$ cat config.mk
export PLATFORM = sky130hd
export DESIGN_NAME = upsample_2d
export DESIGN_NICKNAME = d
export VERILOG_FILES = /design/src/rtl/upsample_2d.sv
export SDC_FILE = /design/constraint.sdc
export NUM_CORES = 1
export LEC_CHECK = 0
export BUFFER_PORTS_ARGS = -buffer_cell sky130_fd_sc_hd__buf_4
export CORE_ASPECT_RATIO = 0.75
export CORE_UTILIZATION = 30
export DETAILED_ROUTE_END_ITERATION = 8
export PLACE_DENSITY = 0.53
export SLEW_MARGIN = 20
export SYNTH_ARGS = -nofsm -noshare
export SYNTH_HDL_FRONTEND = slang
export SYNTH_SLANG_ARGS = --single-unit
$ cat constraint.sdc
create_clock -name clk -period 2.4 [get_ports clk]
set_input_delay 0.24 -clock clk [delete_from_list [all_inputs] [get_ports clk]]
set_output_delay 0.24 -clock clk [all_outputs]
set_load 0.01 [all_outputs]
$ cat src/rtl/upsample_2d.sv
// upsample_2d: nearest-neighbour 2D upsampler with a one-row line buffer.
// Defining UPSAMPLE_EOL_EN adds the registered out_eol/out_eof row and frame markers.
module upsample_2d #(
  parameter int dec_factor = 2,
  parameter int in_width   = 120,
  parameter int in_height  = 240
) (
  input  logic       clk,
  input  logic       reset,
  input  logic [7:0] in_data,
  input  logic       in_valid,
  output logic       in_ready,
  output logic [7:0] out_data,
  output logic       out_valid,
  input  logic       out_ready
`ifdef UPSAMPLE_EOL_EN
  ,
  output logic       out_eol,
  output logic       out_eof
`endif
);

  localparam int COL_W = (in_width > 1) ? $clog2(in_width) : 1;
  localparam int REP_W = (dec_factor > 1) ? $clog2(dec_factor) : 1;
  localparam int ROW_W = (in_height > 1) ? $clog2(in_height) : 1;
  localparam logic [COL_W-1:0] COL_LAST = COL_W'(in_width - 1);
  localparam logic [REP_W-1:0] REP_LAST = REP_W'(dec_factor - 1);
  localparam logic [ROW_W-1:0] ROW_LAST = ROW_W'(in_height - 1);

  typedef enum logic {FILL = 1'b0, REPLAY = 1'b1} state_e;

  state_e           state_q, state_d;
  logic [COL_W-1:0] col_q, col_d;
  logic [REP_W-1:0] rep_x_q, rep_x_d;
  logic [REP_W-1:0] rep_y_q, rep_y_d;
  logic [ROW_W-1:0] row_q, row_d;
  logic [7:0]       out_data_q, out_data_d;
  logic             out_valid_q, out_valid_d;
  logic             last_col_q, last_col_d;
  logic [7:0]       line_q [0:in_width-1];

  logic             hs_s, last_rep_s, in_ready_s, accept_s, rd_load_s;
  logic [COL_W-1:0] col_inc_s;
  logic [ROW_W-1:0] row_inc_s;

  assign hs_s       = out_valid_q && out_ready;
  assign last_rep_s = (rep_x_q == REP_LAST);
  assign col_inc_s  = (col_q == COL_LAST) ? '0 : col_q + COL_W'(1);
  assign row_inc_s  = (row_q == ROW_LAST) ? '0 : row_q + ROW_W'(1);
  // The last pixel of a row blocks new input so the row can be replayed from the buffer.
  assign in_ready_s = !reset && (state_q == FILL) &&
                      (!out_valid_q || (out_ready && last_rep_s && !last_col_q));
  assign accept_s   = in_valid && in_ready_s;
  assign rd_load_s  = (state_q == REPLAY) &&
                      (!out_valid_q || (hs_s && last_rep_s && !last_col_q));

  // Next-state logic for the fill/replay sequencer and the output register.
  always_comb begin
    state_d     = state_q;
    col_d       = col_q;
    rep_x_d     = rep_x_q;
    rep_y_d     = rep_y_q;
    row_d       = row_q;
    out_data_d  = out_data_q;
    out_valid_d = out_valid_q;
    last_col_d  = last_col_q;
    case (state_q)
      FILL: begin
        if (accept_s) begin
          out_data_d  = in_data;
          out_valid_d = 1'b1;
          rep_x_d     = '0;
          last_col_d  = (col_q == COL_LAST);
          col_d       = col_inc_s;
        end else if (hs_s) begin
          if (!last_rep_s) begin
            rep_x_d = rep_x_q + REP_W'(1);
          end else begin
            out_valid_d = 1'b0;
            if (last_col_q) begin
              state_d = REPLAY;
              rep_y_d = REP_W'(1);
              col_d   = '0;
            end else begin
              state_d = FILL;
            end
          end
        end else begin
          state_d = FILL;
        end
      end
      REPLAY: begin
        if (rd_load_s) begin
          out_data_d  = line_q[col_q];
          out_valid_d = 1'b1;
          rep_x_d     = '0;
          last_col_d  = (col_q == COL_LAST);
          col_d       = col_inc_s;
        end else if (hs_s) begin
          if (!last_rep_s) begin
            rep_x_d = rep_x_q + REP_W'(1);
          end else begin
            // End of a replayed row; the next row start is the one bubble cycle.
            out_valid_d = 1'b0;
            if (rep_y_q != REP_LAST) begin
              rep_y_d = rep_y_q + REP_W'(1);
            end else begin
              rep_y_d = '0;
              row_d   = row_inc_s;
              state_d = FILL;
            end
          end
        end else begin
          state_d = REPLAY;
        end
      end
      default: begin
        state_d     = FILL;
        out_valid_d = 1'b0;
      end
    endcase
  end

  // State, counter and output registers.
  always_ff @(posedge clk) begin
    if (reset) begin
      state_q     <= FILL;
      col_q       <= '0;
      rep_x_q     <= '0;
      rep_y_q     <= '0;
      row_q       <= '0;
      out_data_q  <= 8'd0;
      out_valid_q <= 1'b0;
      last_col_q  <= 1'b0;
    end else begin
      state_q     <= state_d;
      col_q       <= col_d;
      rep_x_q     <= rep_x_d;
      rep_y_q     <= rep_y_d;
      row_q       <= row_d;
      out_data_q  <= out_data_d;
      out_valid_q <= out_valid_d;
      last_col_q  <= last_col_d;
    end
  end

  // Line buffer write port: each accepted pixel lands at its column.
  always_ff @(posedge clk) begin
    if (accept_s) begin
      line_q[col_q] <= in_data;
    end
  end

  assign in_ready  = in_ready_s;
  assign out_data  = out_data_q;
  assign out_valid = out_valid_q;

`ifdef UPSAMPLE_EOL_EN
  logic out_eol_q, out_eol_d;
  logic out_eof_q, out_eof_d;

  assign out_eol_d = out_valid_d && last_col_d && (rep_x_d == REP_LAST);
  assign out_eof_d = out_eol_d && (state_q == REPLAY) &&
                     (row_q == ROW_LAST) && (rep_y_q == REP_LAST);

  // Row/frame markers travel with the output register.
  always_ff @(posedge clk) begin
    if (reset) begin
      out_eol_q <= 1'b0;
      out_eof_q <= 1'b0;
    end else begin
      out_eol_q <= out_eol_d;
      out_eof_q <= out_eof_d;
    end
  end

  assign out_eol = out_eol_q;
  assign out_eof = out_eof_q;
`endif

endmodule

# Yosys cells after proc, flatten, opt, wreduce, memory -nomap -nowiden
# Memories as Yosys holds them, arrays and structs flattened. A register that Yosys moved wholly into a read port is not among the register bits.
# Index checks and enable logic that the tools add are counted.
# Widths: inputs -> output; s select.
dict set report word_totals {
  out_inout_bits 10
  ram_bits 960
  ff_bits 20
  mem_count 1
}
# memory words word_bits rd rd_clocked_by_memory_dff wr line_no
set memory_table {}
lappend memory_table {line_q 120 8 1 1 1 40} ;# logic [7:0] line_q [0:in_width-1];
dict set report classes {
  addsub 3
  reduce_logical 17
  n_bitwise 1
  n_eq_ne 13
  muxes 45
}
# cell count
set ops {}
lappend ops {{$mux 7} 8}
lappend ops {{$mux 1} 28}
lappend ops {{$mux 8} 2}
lappend ops {{$pmux 8 s2} 1}
lappend ops {{$pmux 7 s2} 1}
lappend ops {{$ne 2x2->1 const B} 6}
lappend ops {{$pmux 1 s2} 5}
lappend ops {{$logic_and 1x1->1} 9}
lappend ops {{$ne 3x3->1 const B} 3}
lappend ops {{$add 7x1->7 const B} 1}
lappend ops {{$eq 7x7->1 const B} 1}
lappend ops {{$reduce_and 7->1} 1}
lappend ops {{$ne 2x1->1 const B} 3}
lappend ops {{$reduce_and 4->1} 1}
lappend ops {{$logic_not 1->1} 3}
lappend ops {{$add 1x1->1 const B} 2}
lappend ops {{$logic_or 1x1->1} 2}
lappend ops {{$reduce_and 2->1} 1}
lappend ops {{$not 1->1} 1}

# Longest topological paths before layout
dict set report depth {
  ltp_word 9
  mapped_depth 11
  ltp_nobuf 6
}

# Least setup slack after synthesis
# OpenSTA, ideal clock, no wires.
dict set report synth_timing {
  path_type {reg-to-reg}
  startpoint {register state_q}
  endpoint {memory line_q[51][0] (enable)}
  required_ps 2030
  setup_ps 370
  path_buffers 3
  setup_slack_ps 85
  stages_incl_launch_ff 9
  synth_period_minus_slack_ps 2315
  arrival_ps 1945
  cell_sequence {dfxtp_1 > buf_2 > inv_1 > clkbuf_1 > nand2_1 > nor3_1 > nand3_1 > clkbuf_1 > nor2_1}
}
dict set report synth_between {
  elab_chain_cells 6
}
# element line_no
set synth_lines {}
lappend synth_lines {{start: declaration} 32} ;# state_e state_q, state_d;
lappend synth_lines {{start signal: assignment} 136} ;# state_q <= state_d;
lappend synth_lines {{$not 1->1} n/a}
lappend synth_lines {{$logic_and 1x1->1 (2 in a row)} 51} ;# assign in_ready_s = !reset && (state_q == FILL) &&
lappend synth_lines {{$logic_and 1x1->1} 53} ;# assign accept_s = in_valid && in_ready_s;
lappend synth_lines {{$mux 1} 149} ;# if (accept_s) begin
lappend synth_lines {{$mux 1 (not written as such)} 150} ;# line_q[col_q] <= in_data;
lappend synth_lines {{end: declaration} 40}
# Every way passes these cells.

==> results by stage <==
GRT:
- Entering global routing, the biggest net connects 121 pins.
- The initial antenna violation count came to 4.
- The number of global-route vias before repair is 20800.
- The global-route congestion overflow total is 0.
- The wire length of the first global-routing pass is 159 mm.
- The overall track demand over capacity in global routing is 17.3%.

Yosys:
- The xor and xnor fraction of the mapped netlist area is 0.114%.
- Summing the areas of all and, or, nand and nor instances in the mapped netlist gives 3.91% of the synthesized area.
- The most used flip-flop cell after synthesis is sky130_fd_sc_hd__edfxtp_1.
- The combinational family with the most area after synthesis is multiplexers.
- In the synthesized netlist the async set-or-reset flop fraction comes to 0%.
- The number of different library cells used by synthesis comes to 63.
- Of the synthesized area, sequential elements account for 76.3%.
- The average instance in the mapped netlist occupies 20.4 µm².
- The mux cell area share after synthesis is 15.0%.
- The Yosys step of the flow raised 0 warnings.
- In the synthesized netlist, the number of instances is 1891.
- The area of the mapped netlist is 0.0385 mm².
- The number of storage elements in the synthesis netlist is 987.
- Counting flops with a built-in enable in the synthesized netlist gives 960.
- Summing the areas of all fa, ha and maj instances in the mapped netlist gives 0.0325% of the synthesized area.
- The synthesized-area fraction occupied by ao, oa, aoi and oai cells is 3.07%.
- The synthesized net count is 1904.

Route:
- The via count is 21000.
- The DRC violation count after routing is 0.
- After detailed routing, the total wire length is 112 mm.
- The routed via count divided by cell count is 5.17.
- In the final routed layout, each cell accounts on average for 27.7 µm.
- For this block, the initial DRC count from the detailed router was 2855.
- The number of optimization iterations in the first detailed-route pass is 5.
- The post-detailed-route count of antenna-violating nets is 0.

CTS:
- The buffer depth of the longest clock path is 3.
- The CTS tree is yes.
- The H-tree generated during clock tree synthesis spans 3 levels.
- The cell sitting at the root of the clock tree is a sky130_fd_sc_hd__clkbuf_16.
- The number of clock sinks is 987.
- Counting the buffers created by CTS gives 95.
- For the worst-skew pair, the clock arrives at the later sink with an insertion delay of 0.70 ns.
- The clock transition at the registers of the reported paths is 0.07 ns.

Worst hold path:
- The worst hold-check path type is input pin to flop.

Die:
- The placeable core region is 0.127 mm².
- The number of top-level design ports is 22.
- The overall die area is 0.130 mm².
- The initial cell density of the core is 30.3%.
- The number of rows in the core area is 113.
- The width of the die is 416 µm.
- In this run the vertical extent of the chip is 312 µm.

Status:
- The checks that failed: setup timing.
- The run finished, with violations left.

Final layout:
- The final layout contains 2320 nets.
- Leaving out fill and tap cells, the most frequent cells in the layout are sky130_fd_sc_hd__edfxtp_1 (960), sky130_fd_sc_hd__buf_4 (340), sky130_fd_sc_hd__mux4_2 (223), sky130_fd_sc_hd__nor2_1 (157), sky130_fd_sc_hd__clkbuf_16 (99).
- The fill cell instance count of the final layout is 11600.
- From synthesis to final layout, the design area changed by 23.1%.
- The most common cell after layout, fill and taps aside is sky130_fd_sc_hd__edfxtp_1.
- The count of placed standard cells in the final layout, fillers left out is 4050.
- The combined area of the multi-input logic cells is 0.00878 mm².
- Cells with a size suffix above 1 make up 34.9% of the layout.
- The register area is 0.0294 mm².

Place:
- Including well taps, the total number of placed cells is 3837.
- Input and output buffers added on the ports amount to 21.
- The routability congestion estimate from global placement is 0.954.
- Before CTS, the worst setup slack after placement is -0.384 ns.
- Once detailed placement completed, the half-perimeter wirelength came to 75.0 mm.

STA:
- The final worst-path setup slack is -0.176 ns.
- Setup violations remaining at the end of the flow were counted as 8.
- The shortest clock period the worst path allows after layout is 2.58 ns.
- The count of final max-slew check failures is 0.
- Setup repair after global routing could not meet its margin everywhere.
- Between clock sinks in the finished design, the worst skew comes to 0.0354 ns.
- The relative max-transition margin is 41.3%.
- The final hold violation count was 0.
- The share of the cycle needed by the critical path after routing is 107%.
- The transition at the pin with the smallest max-transition slack is 0.881 ns.
- The maximum clock rate is 388 MHz.

Worst setup path:
- The data required time at the worst endpoint is 2.96 ns.
- The startpoint kind of the worst setup timing path is a flop.
- The highest-delay cell along the critical path is sky130_fd_sc_hd__mux4_2.
- The worst setup slack for register-to-register paths is -0.18 ns.
- The worst setup path is captured at a flop.
- The cell that appears most often on the critical path is sky130_fd_sc_hd__buf_12.
- Traced cell by cell, the critical path runs through buf_12 > buf_16 > buf_12 > mux4_2 > a22oi_2 > o2111ai_1 > buf_4 > nand4_1 > o211ai_1.
- The critical path is of the flop to flop type.
- STA puts the critical path data arrival time at 3.13 ns.
- On the worst path, the slowest cell contributes a delay of 0.53 ns.
- The highest fanout seen on the critical path is 8.

Power:
- The largest vdd supply drop is 0.484 mV.
- The analysis attributes to cell leakage a power of 14.9 nW.
- Overall power consumption after layout is estimated at 0.0357 W.
- The power per cell area is 754 mW/mm².

Run:
- The count of maximum capacitance violations is 0.
## power by group
group	internal [W]	switching, W
logic	0.000793	0.000991
clock network	0.00848	0.00652
registers	0.0189	0.0000398
total	0.0282	0.00755
## sequential cells by signal, summed over array words and instances, names as in the netlist, named ones only
register and count:
out_data 8, col_q 7, out_valid 1, state_q 1, last_rep_s 1, last_col_q 1
rep_y_q 1, line_q 960
## routing by layer
metal	global-route usage [%]	wire length, µm	vias to the layer above
li1	-	-	8691
met2	23.9	46500	934
met4	4.39	2700	0
met5	0	0	-
met1	26.0	51200	11200
met3	5.51	11800	158
## cell usage after synthesis (6+ instances only)
| cell | count | share of area [%] |
|---|---|---|
| sky130_fd_sc_hd__a211o_1 | 6 | 0.14 |
| sky130_fd_sc_hd__a211oi_1 | 11 | 0.21 |
| sky130_fd_sc_hd__a21oi_1 | 16 | 0.21 |
| sky130_fd_sc_hd__a221oi_1 | 11 | 0.25 |
| sky130_fd_sc_hd__a22o_1 | 7 | 0.16 |
| sky130_fd_sc_hd__a22oi_1 | 32 | 0.62 |
| sky130_fd_sc_hd__a31oi_1 | 7 | 0.11 |
| sky130_fd_sc_hd__and3_1 | 8 | 0.13 |
| sky130_fd_sc_hd__buf_1 | 6 | 0.058 |
| sky130_fd_sc_hd__buf_2 | 27 | 0.35 |
| sky130_fd_sc_hd__buf_4 | 23 | 0.45 |
| sky130_fd_sc_hd__buf_6 | 12 | 0.35 |
| sky130_fd_sc_hd__clkbuf_1 | 33 | 0.32 |
| sky130_fd_sc_hd__dfxtp_1 | 27 | 1.4 |
| sky130_fd_sc_hd__edfxtp_1 | 960 | 75 |
| sky130_fd_sc_hd__mux2_2 | 9 | 0.26 |
| sky130_fd_sc_hd__mux2i_1 | 65 | 1.7 |
| sky130_fd_sc_hd__mux4_2 | 223 | 13 |
| sky130_fd_sc_hd__nand2_1 | 62 | 0.60 |
| sky130_fd_sc_hd__nand2b_1 | 8 | 0.13 |
| sky130_fd_sc_hd__nand3_1 | 20 | 0.26 |
| sky130_fd_sc_hd__nand3b_1 | 6 | 0.12 |
| sky130_fd_sc_hd__nand4_1 | 12 | 0.19 |
| sky130_fd_sc_hd__nor2_1 | 161 | 1.6 |
| sky130_fd_sc_hd__nor2b_1 | 18 | 0.29 |
| sky130_fd_sc_hd__nor3_1 | 9 | 0.12 |
| sky130_fd_sc_hd__o211ai_1 | 6 | 0.12 |
| sky130_fd_sc_hd__o21ai_0 | 23 | 0.30 |
| sky130_fd_sc_hd__o22ai_1 | 18 | 0.29 |
## final cells by class
class                      instances  share of cell area [%]
sequential                       987                    62.0
multi-input combinational        797                    18.5
timing repair buffer             420                    8.57
clock buffer                     114                    5.35
tap                             1667                    4.40
clock inverter                    58                    1.11
inverter                           6                  0.0475
antenna                            1                 0.00528
## worst max-delay path, delay by kind of cell (launching register included)
kind                   cells  cell delay (ns)
buffers and inverters      4             0.67
DFF                        1             0.40
AOI/OAI and AO/OA          3             0.64
muxes                      1             0.53
and+or+nand+nor            1             0.18
## cells by family (layout without fill, tap and decap cells)
group | Yosys count | count (layout)
xor gates and xnor gates | 5 | 5
buffers and inverters | 107 | 598
and+or+nand+nor | 328 | 328
other | 0 | 1
AOI/OAI and AO/OA | 166 | 166
muxes | 297 | 297
adders and majority gates | 1 | 1
DFF | 987 | 987
## per-stage QoR
stage / TNS (ns) / cell area (µm²) / hold slack, ns / utilization [%]
2_1_floorplan: 0 / 38500 / 0.312 / -
3_3_place_gp: -2.24 / 43400 / 0.446 / 34.2
3_5_place_dp: -2.48 / 43400 / 0.456 / 34.2
4_1_cts: -0.536 / 47200 / 0.0141 / 37.2
5_1_grt: -1.04 / 47400 / 0.0272 / 37.3
6_report: -0.691 / 47400 / 0.0613 / 37.3
## worst paths after layout
| path | depth (start not counted) | from | end |
|---|---|---|---|
| worst max-delay path | 9 | flop | out_data[0] |
| worst min-delay path | 1 | in_data[3] | line_q[47][3] |
| worst max register to register | 9 | flop | out_data[0] |
| worst min register to register | 1 | rep_y_q | rep_y_q |
## timing repair
item,in CTS,in global routing
pin swaps,9,16
hold buffers,6,0
endpoints found under the setup margin,8,15
endpoints found under the hold margin,34,0
setup buffers,29,4
gates resized for setup,60,33
cloned,5,0
No activity file was read; power rests on OpenSTA's default activity.
